[config.mk]
export PLATFORM = sky130hd
export DESIGN_NAME = muldiv_seq
export DESIGN_NICKNAME = d
export VERILOG_FILES = /design/src/rtl/muldiv_seq.sv
export SDC_FILE = /design/constraint.sdc
export NUM_CORES = 1
export LEC_CHECK = 0
export CAP_MARGIN = 20
export CORE_MARGIN = 4
export CORE_UTILIZATION = 40
export CTS_BUF_LIST = sky130_fd_sc_hd__clkbuf_16
export DETAILED_ROUTE_END_ITERATION = 10
export PLACE_DENSITY = 0.56
export SLEW_MARGIN = 20
export SYNTH_ARGS = -nofsm -noshare
export SYNTH_HDL_FRONTEND = slang
export SYNTH_SLANG_ARGS = --single-unit
[constraint.sdc]
create_clock -name clk -period 13.7 [get_ports clk]
set_input_delay 2.74 -clock clk [delete_from_list [all_inputs] [get_ports clk]]
set_output_delay 2.74 -clock clk [all_outputs]
set_load 0.01 [all_outputs]
[src/rtl/muldiv_seq.sv]
// Iterative RV32M multiply/divide unit: one radix-2 step per cycle, 32 steps per operation.
// Divide-by-zero and signed overflow skip the iteration and finish directly.
module muldiv_seq #(
    parameter int unsigned XLEN = 32
) (
    input  logic            clk,
    input  logic            rst,
    input  logic            start,
    input  logic [2:0]      op,
    input  logic [XLEN-1:0] rs1_val,
    input  logic [XLEN-1:0] rs2_val,
    input  logic            flush,
    output logic            md_stall,
    output logic            done,
    output logic [XLEN-1:0] result
);

    typedef enum logic [1:0] {IDLE, CALC, DONE} state_t;

    state_t              state_q, state_d;
    logic [2:0]          op_q;
    logic [4:0]          cnt_q;
    logic                neg_q;
    logic [XLEN-1:0]     opb_q;
    logic [2*XLEN-1:0]   acc_q;

    logic                accept, a_signed, b_signed, sa, sb, neg_in;
    logic                div_zero, div_ovf, fast;
    logic [XLEN-1:0]     mag1, mag2, fast_res, calc_res, quo_fix, rem_fix;
    logic [XLEN:0]       mul_sum, div_shift, div_diff;
    logic [2*XLEN-1:0]   mul_next, div_next, step, prod_fix;

    assign accept   = start && !flush;
    assign a_signed = (op == 3'b001) || (op == 3'b010) || (op == 3'b100) || (op == 3'b110);
    assign b_signed = (op == 3'b001) || (op == 3'b100) || (op == 3'b110);
    assign sa       = a_signed && rs1_val[XLEN-1];
    assign sb       = b_signed && rs2_val[XLEN-1];
    assign mag1     = sa ? -rs1_val : rs1_val;
    assign mag2     = sb ? -rs2_val : rs2_val;
    // REM follows the dividend sign; every other signed op uses the sign product
    assign neg_in   = (op == 3'b110) ? sa : (sa ^ sb);

    assign div_zero = op[2] && (rs2_val == '0);
    assign div_ovf  = ((op == 3'b100) || (op == 3'b110)) &&
                      (rs1_val == {1'b1, {(XLEN-1){1'b0}}}) && (rs2_val == '1);
    assign fast     = div_zero || div_ovf;

    always_comb begin
        fast_res = '0;
        if (div_zero)
            fast_res = op[1] ? rs1_val : '1;
        else if (div_ovf)
            fast_res = op[1] ? '0 : rs1_val;
    end

    // Multiply: acc = {partial, multiplier}; multiplicand held in opb_q
    assign mul_sum   = {1'b0, acc_q[2*XLEN-1:XLEN]} + (acc_q[0] ? {1'b0, opb_q} : '0);
    assign mul_next  = {mul_sum, acc_q[XLEN-1:1]};
    // Divide: acc = {remainder, dividend/quotient}; divisor held in opb_q
    assign div_shift = {acc_q[2*XLEN-1:XLEN], acc_q[XLEN-1]};
    assign div_diff  = div_shift - {1'b0, opb_q};
    assign div_next  = div_diff[XLEN] ? {div_shift[XLEN-1:0], acc_q[XLEN-2:0], 1'b0}
                                      : {div_diff[XLEN-1:0],  acc_q[XLEN-2:0], 1'b1};
    assign step      = op_q[2] ? div_next : mul_next;

    assign prod_fix  = neg_q ? -step : step;
    assign quo_fix   = neg_q ? -step[XLEN-1:0] : step[XLEN-1:0];
    assign rem_fix   = neg_q ? -step[2*XLEN-1:XLEN] : step[2*XLEN-1:XLEN];

    always_comb begin
        calc_res = '0;
        case (op_q)
            3'b000:                 calc_res = prod_fix[XLEN-1:0];
            3'b001, 3'b010, 3'b011: calc_res = prod_fix[2*XLEN-1:XLEN];
            3'b100, 3'b101:         calc_res = quo_fix;
            default:                calc_res = rem_fix;
        endcase
    end

    always_comb begin
        state_d  = state_q;
        md_stall = 1'b0;
        done     = 1'b0;
        case (state_q)
            IDLE: begin
                if (accept) begin
                    md_stall = 1'b1;
                    state_d  = fast ? DONE : CALC;
                end
            end
            CALC: begin
                if (flush) begin
                    state_d = IDLE;
                end else begin
                    md_stall = 1'b1;
                    if (cnt_q == 5'd31)
                        state_d = DONE;
                end
            end
            DONE: begin
                done    = !flush;
                state_d = IDLE;
            end
            default: state_d = IDLE;
        endcase
        if (rst) begin
            md_stall = 1'b0;
            done     = 1'b0;
        end
    end

    always_ff @(posedge clk or posedge rst) begin
        if (rst) begin
            state_q <= IDLE;
            op_q    <= '0;
            cnt_q   <= '0;
            neg_q   <= 1'b0;
            opb_q   <= '0;
            acc_q   <= '0;
            result  <= '0;
        end else begin
            state_q <= state_d;
            case (state_q)
                IDLE: begin
                    if (accept) begin
                        op_q  <= op;
                        cnt_q <= '0;
                        neg_q <= neg_in;
                        opb_q <= op[2] ? mag2 : mag1;
                        acc_q <= {{XLEN{1'b0}}, (op[2] ? mag1 : mag2)};
                        if (fast)
                            result <= fast_res;
                    end
                end
                CALC: begin
                    if (!flush) begin
                        acc_q <= step;
                        cnt_q <= cnt_q + 5'd1;
                        if (cnt_q == 5'd31)
                            result <= calc_res;
                    end
                end
                default: ;
            endcase
        end
    end

endmodule

==> results.md <==
* Reg clk slew, reported paths at about 0.070 ns
* Via Count at 17900
* Worst Setup End Kind: flop
* CP arrival at 8.02 ns
* RSZ-0062 raised after global routing: no
* Ys async rst share at 100%
* CTS tree: yes
* HP Start: result[5]$_DFFE_PP0P_
* Core area at between 40000 and 50000 um2
* Setup Fix Bufs, Post-CTS at 0
* Area contributors post-synth: dfrtp_1 21%, o21ai_0 7.0%, nand2_1 6.0%, xnor2_1 5.8%, ha_1 5.4%
* Cells after synthesis at 2214
* Actual slew at the worst max-slew pin at between 1 and 1.5 ns
* Antenna violations before repair at 3
* R2R setup slack at 6.65 ns
* Most frequent cells after synthesis: 263 x nand2_1, 232 x o21ai_0, 181 x nor2_1
* Area of the multi-input gates at 12200 um2
* Synth Cell Area at 16500 um2
* Hold path cells at 2
* Clock Root Buffer: clkbuf_16
* GRT overflow at 0
* Final setup viols at 0
* Num ports at about 110
* Clk_lat worst skew at between 0.4 and 0.5 ns
* WP data required at 14.05 ns
* Place WS at 5.76 ns
* Dpl hpwl at 55800 um
* ANT cells at 0
* Net count after synthesis at between 2000 and 2500
* Setup tns final at 0 ns
* Slew Limit Fails at 0
* Bufs on Longest Clock Path at 2
* EDFF count, synth at 0
* # nets final at 2374
* Reg2Reg Depth at 22
* Num CTS Buffers at 17
* Die Span X at approximately 210 um
* PD cells at around 200 nW/um2
* Endpoint, Worst Hold: result[5]$_DFFE_PP0P_
* Initial Util at about two fifths
* GP Congestion at 1.02
* Drt first pass iters at 7
* Crit path from: rs2_val[6]
* Syn_area_per_cell at 7.46 um2
* Crit start category: primary input
* First-pass GRT wire length at roughly 110000 um
* Share of cells above drive strength 1 at 6.64%
* Netlist cell types at 116
* Fmax at 130 MHz
* DRT antenna net count at 0
* Total track usage at 31.0%
* CTS Hold Buffers Added at 0
* Fin crit share at 56.0%
* Top-count cell post-synth: nand2_1
* Row count at 74
* Vias in the first global route at roughly 17000
* Worst Path Max Fanout at 56
* Area Growth Syn to Fin at 12.0%
* RR Startpoint: acc_q[31]$_DFFE_PP0P_
* Status: completed
* R2R Path End: result[26]$_DFFE_PP0P_
* Post-synth top area share at between 20% and 30%
* DRC errors left at 0
* CTS sink count at 139
* Synth area leader: dfrtp_1
* Pleak at 7.18 nW
* Seq/Total Area, Yosys at 21.1%
* Dominant synthesized flop cell: dfrtp_1
* Full die area at 44600 um2
* Die H at 211 um
* Vias per cell at 6.45
* Synth warnings at 0
* Clock Skew at about 0.015 ns
* Fillcell total at just over 4000
* Final Hold Vio Count at 0
* Violation count after the first detailed-route iteration at 2111
* Pin count of the biggest net entering global routing at 114
* Final Util at 45.3%
* Crit Path Category: in -> reg
* Post-CTS Resized at 0
* Slew headroom at 30.7%
* Max VDD drop at 0.114 mV
* Wirelength per Cell at approximately 26 um
* Max-cap violations at 0
* HP Class: reg -> reg
* Synthesis-stage register bit count at ~140
* Final wirelength at roughly 71000 um
* Minimum clock period at 7.67 ns
* Htree depth at 4
* Register area at 3480 um2
* Port-buffer cells at between 100 and 150
* Final setup margin at 6.03 ns
[per-layer routing]
layer	global-route usage, %	vias up	wire (um)
met5	0	-	13
met4	14.2	2	3720
met3	4.47	159	5150
met2	48.5	828	32000
met1	42.4	8651	30600
li1	-	8252	-
[metrics by stage]
stage               cell area (um2)  std cells  power, mW  hold slack, ns
floorplan                     16500       2214       2.36           0.463
global placement              17900       2742       3.15           0.483
detailed placement            17900       2742       3.16           0.481
CTS                           18500       2774       3.68           0.499
global route                  18500       2775       3.96           0.519
finish                        18500       2775       3.75           0.495
[worst max path at each step]
| stage | endpoint | slack, ns |
|---|---|---|
| finish | result[31]$_DFFE_PP0P_ | 6.03 |
| global route | result[31]$_DFFE_PP0P_ | 5.58 |
| CTS | result[31]$_DFFE_PP0P_ | 6.16 |
| detailed placement | result[31]$_DFFE_PP0P_ | 5.76 |
| global placement | result[31]$_DFFE_PP0P_ | 5.89 |
| floorplan | md_stall | 6.93 |
[report_power, final]
part	internal, mW	total, mW	leakage (nW)	switching, mW
Clock	0.290	0.507	0.298	0.217
Combinational	0.879	2.60	5.07	1.72
Sequential	0.494	0.646	1.81	0.152
Total	1.66	3.75	7.18	2.09
[cell families after synthesis]
group	after synthesis	synth area share, %
AO/OA/AOI/OAI	785	31.9
AND/OR/NAND/NOR	773	23.0
multiplexers	57	3.54
buffers and inverters	202	5.08
flip-flops	139	21.1
adder cells (fa/ha/maj)	73	5.62
XOR/XNOR	185	9.81
[state kept, by name (all words and copies together) (netlist names)]
signal and cells:
acc_q 64, opb_q 32, result 32, cnt_q 5, op_q 3, state_q 2
neg_q 1
[critical path, stage by stage]
cell	delay, ns
clkdlybuf4s50_1	0.50
or4_1	0.59
or3_1	0.38
nor3_2	0.27
nand2_1	0.17
nor3_1	0.42
nand3_1	0.28
o21a_1	0.24
nor2_1	0.12
a21oi_1	0.05
or3_2	0.83
nor2_1	0.88
o21ai_0	0.26
o41ai_2	0.26
[layout make-up]
type / instances / share of cell area (%)
Clock buffer: 17 / 2.30
Tap cell: 532 / 3.60
Inverter: 70 / 1.45
Multi-Input combinational cell: 1873 / 66.1
Clock inverter: 15 / 1.01
Timing Repair Buffer: 129 / 6.69
Sequential cell: 139 / 18.8
[placed cells by master (no fill, tap or decap), drive strengths merged, types with 17 or more instances in the layout]
cell type	Yosys	final
a211oi	22	22
a21o	22	22
a21oi	170	170
a22o	20	20
a31oi	31	31
and2	43	43
buf	47	26
clkbuf	85	17
clkdlybuf4s50	0	103
dfrtp	139	139
ha	71	71
inv	67	74
mux2i	46	46
nand2	265	265
nand2b	17	17
nand3	44	44
nand4	36	36
nor2	182	182
nor3	59	59
o211ai	36	36
o21a	24	24
o21ai	254	254
o221ai	47	47
o31ai	25	25
or3	24	24
xnor2	109	109
xor2	76	76
Power figures use the tool's default switching activity.
==> RTL edit (same flow settings) <==
The 3 states of `state_t` get a one-hot encoding in 3 bits.
--- a/src/rtl/muldiv_seq.sv
+++ b/src/rtl/muldiv_seq.sv
@@ -15,7 +15,7 @@
     output logic [XLEN-1:0] result
 );
 
-    typedef enum logic [1:0] {IDLE, CALC, DONE} state_t;
+    typedef enum logic [2:0] {IDLE = 3'b001, CALC = 3'b010, DONE = 3'b100} state_t;
 
     state_t              state_q, state_d;
     logic [2:0]          op_q;
Behaviour: no difference found for any inputs over 4 cycles, from zero or initial values and one cycle with rst high; so few cycles prove little.
==> RTL edit against the unedited design <==
  * Routed wire length increased by 3.5%
  * Count of clock-buffer cells in the layout is the same
  * Worst setup slack improved by 310 ps
  * Combinational power is 40% higher
  * Total power grew 32%
  * Area after synthesis increased by 1.8%
  * Clock power down 1%
  * Final area grew 1.1%
  * Sequential cell count up 1
  * Critical path depth is 10 lower
  * Sequential share of layout area is 0.066 points lower
  * Largest power group unchanged
  * Highest routed layer unchanged
==> RTL edit: results (changes against the unedited design) <==
Status:
- The flow ran to the end, and the final reports show no timing, DRC or antenna violations.

Worst hold path:
- In this run the most critical hold path is launched from cnt_q[4].
- The min-delay analysis places its worst path in the category register to register.

Critical path:
- The reg-to-reg setup timing slack was 6840 ps (+190 ps).
- The worst path arrival time is 4620 ps (-3400 ps).
- The worst setup path startpoint is rst.
- The start of the worst register-to-register path is acc_q[31].
- The maximum fanout encountered on the critical timing path came to 75 (+34%).

Route:
- The number of iterations in the first detailed-routing pass is 6 (-1).
- The number of violations reported at the end of detailed-routing iteration 0 is 2,287 (+8.3%).
- The post-detailed-routing wire length was 74,000 um (+3.5%).
- The per-cell routed wire length is 25.9 um (+0.39%).
- The total via count in the routed design was 18,212 (+1.8%).

Power:
- The total leakage power was 7.60 nW (+5.8%).
- The reported net switching power is 2.84 mW (+36%).
- The worst supply voltage drop on vdd is 0.000111 V (-2.8%).

Synthesis:
- The fraction of the mapped netlist area in adder cells is 5.52% (-0.10 points).
- The most used flip-flop cell after synthesis is dfrtp_1.
- In the synthesized netlist, the cells that appear most often are 249 x nand2_1, 240 x o21ai_0, 231 x nor2_1.
- The share of the synthesized netlist area taken by xor and xnor gates is 9.58% (-0.23 points).
- The average instance area after synthesis is 7.26 um2 (-2.8%).
- Yosys attributes the largest share of cell area to dfrtp_1 21%, o21ai_0 7.1%, a21oi_1 5.8%.
- The number of warnings reported in the yosys synthesis log is 0 (unchanged).
- The area fraction in compound gates after synthesis was 31.2% (-0.70 points).
- The mux contribution to synthesized area is 3.38% (-0.15 points).
- The sequential cell area fraction in the yosys report is 20.8% (-0.23 points).
- The synthesized net count is 2,463 (+4.5%).
- The number of distinct library cell variants in the gate-level netlist after synthesis is 109 (-6.0%).

Timing:
- The clock skew is 18.1 ps (+3.27 ps).
- The transition time at the pin with the least slew margin is 1140 ps (+106 ps).

Cells and area:
- In the final layout, the registers with the most flip-flops are acc_q x64, opb_q x32, result x32.
- The antenna diode instance count is 0 (unchanged).
- The ratio of cells with drive above 1 in the final layout came to 5.33% (-1.3 points).

Clocking:
- The root buffer cell chosen for the clock tree is clkbuf_16.
- The latest clock arrival within the worst-skew pair is 460 ps.
- The number of post-CTS setup repair buffers is 0 (unchanged).
- The maximum root-to-sink buffer count came to 2 (unchanged).
- The count of H-tree levels built during CTS was 4 (unchanged).

Place:
- The instance count after placement with tap cells included came to 2,828 (+3.1%).
- The global placement routability congestion is 0.982 (-3.8%).
- The post-DP HPWL is 58,400 um (+4.8%).

GRT:
- The number of antenna violations at the first check in global routing is 1 (-2).
- The wire length of the first global-routing pass was 108,000 um (+1.5%).
- The number of global-route vias before repair is 16,551 (+0.18%).
- The maximum number of pins on one net before global-route repair was 103 (-9.6%).
- The aggregate global-route resource usage is 31.6% (+0.59 points).
[RTL edit: metal layers]
metal / wire length [um] / global-route usage (%) / part of all wire (%)
met3: 5630 / 5.26 / 7.6
met5: 13 / 0 / 0.018
met4: 2980 / 11.8 / 4.0
met2: 34400 / 51.3 / 46
met1: 31000 / 42.3 / 42
[RTL edit: critical path: stages]
cell             delay [ps]
clkdlybuf4s50_1         480
inv_6                   530
and3_1                  260
clkdlybuf4s50_1         530
[RTL edit: path summary, 6_finish.rpt]
kind,to,cells past startpoint
min in group asynchronous,opb_q[23],2
setup / recovery,done,4
hold reg to reg,cnt_q[4],2
max in group asynchronous,op_q[2],3
setup reg to reg,result[26],23
hold / removal,cnt_q[4],2
[RTL edit: through the flow]
step	util [%]	worst slack (ps)	area [um2]	hold slack (ps)	total power, mW
5_1_grt	45.4	6180	18700	513	5.24
3_5_place_dp	43.9	6220	18100	467	4.35
2_1_floorplan	-	4790	16800	445	3.19
6_report	45.4	6340	18700	481	4.96
4_1_cts	45.4	6290	18700	481	4.87
3_3_place_gp	43.9	6290	18100	457	4.34
[RTL edit: cells by family (layout without fill, tap and decap cells)]
group / after synthesis / after routing
fa+ha+maj: 73 / 73
xor+xnor: 184 / 184
compound gates: 808 / 808
flops: 140 / 140
mux: 56 / 56
simple gates: 841 / 841
buf+inv: 217 / 226
[RTL edit: layout make-up]
type | instances | area [um2]
clock inverters | 15 | 188
repair buffers | 126 | 1200
well taps | 532 | 666
flip-flops and latches | 140 | 3510
clock buffers | 17 | 425
multi-input cells | 1962 | 12400
inverters | 68 | 260
fillers | 4236 | 22500
[RTL edit: power by group through the flow]
stage                     clock network (mW)  registers (mW)  logic (mW)
after floorplan                            0           0.699        2.49
after global placement                     0           0.823        3.52
after detailed placement                   0           0.826        3.53
after CTS                              0.503           0.819        3.55
after global routing                   0.521           0.848        3.87
final                                  0.500           0.830        3.63
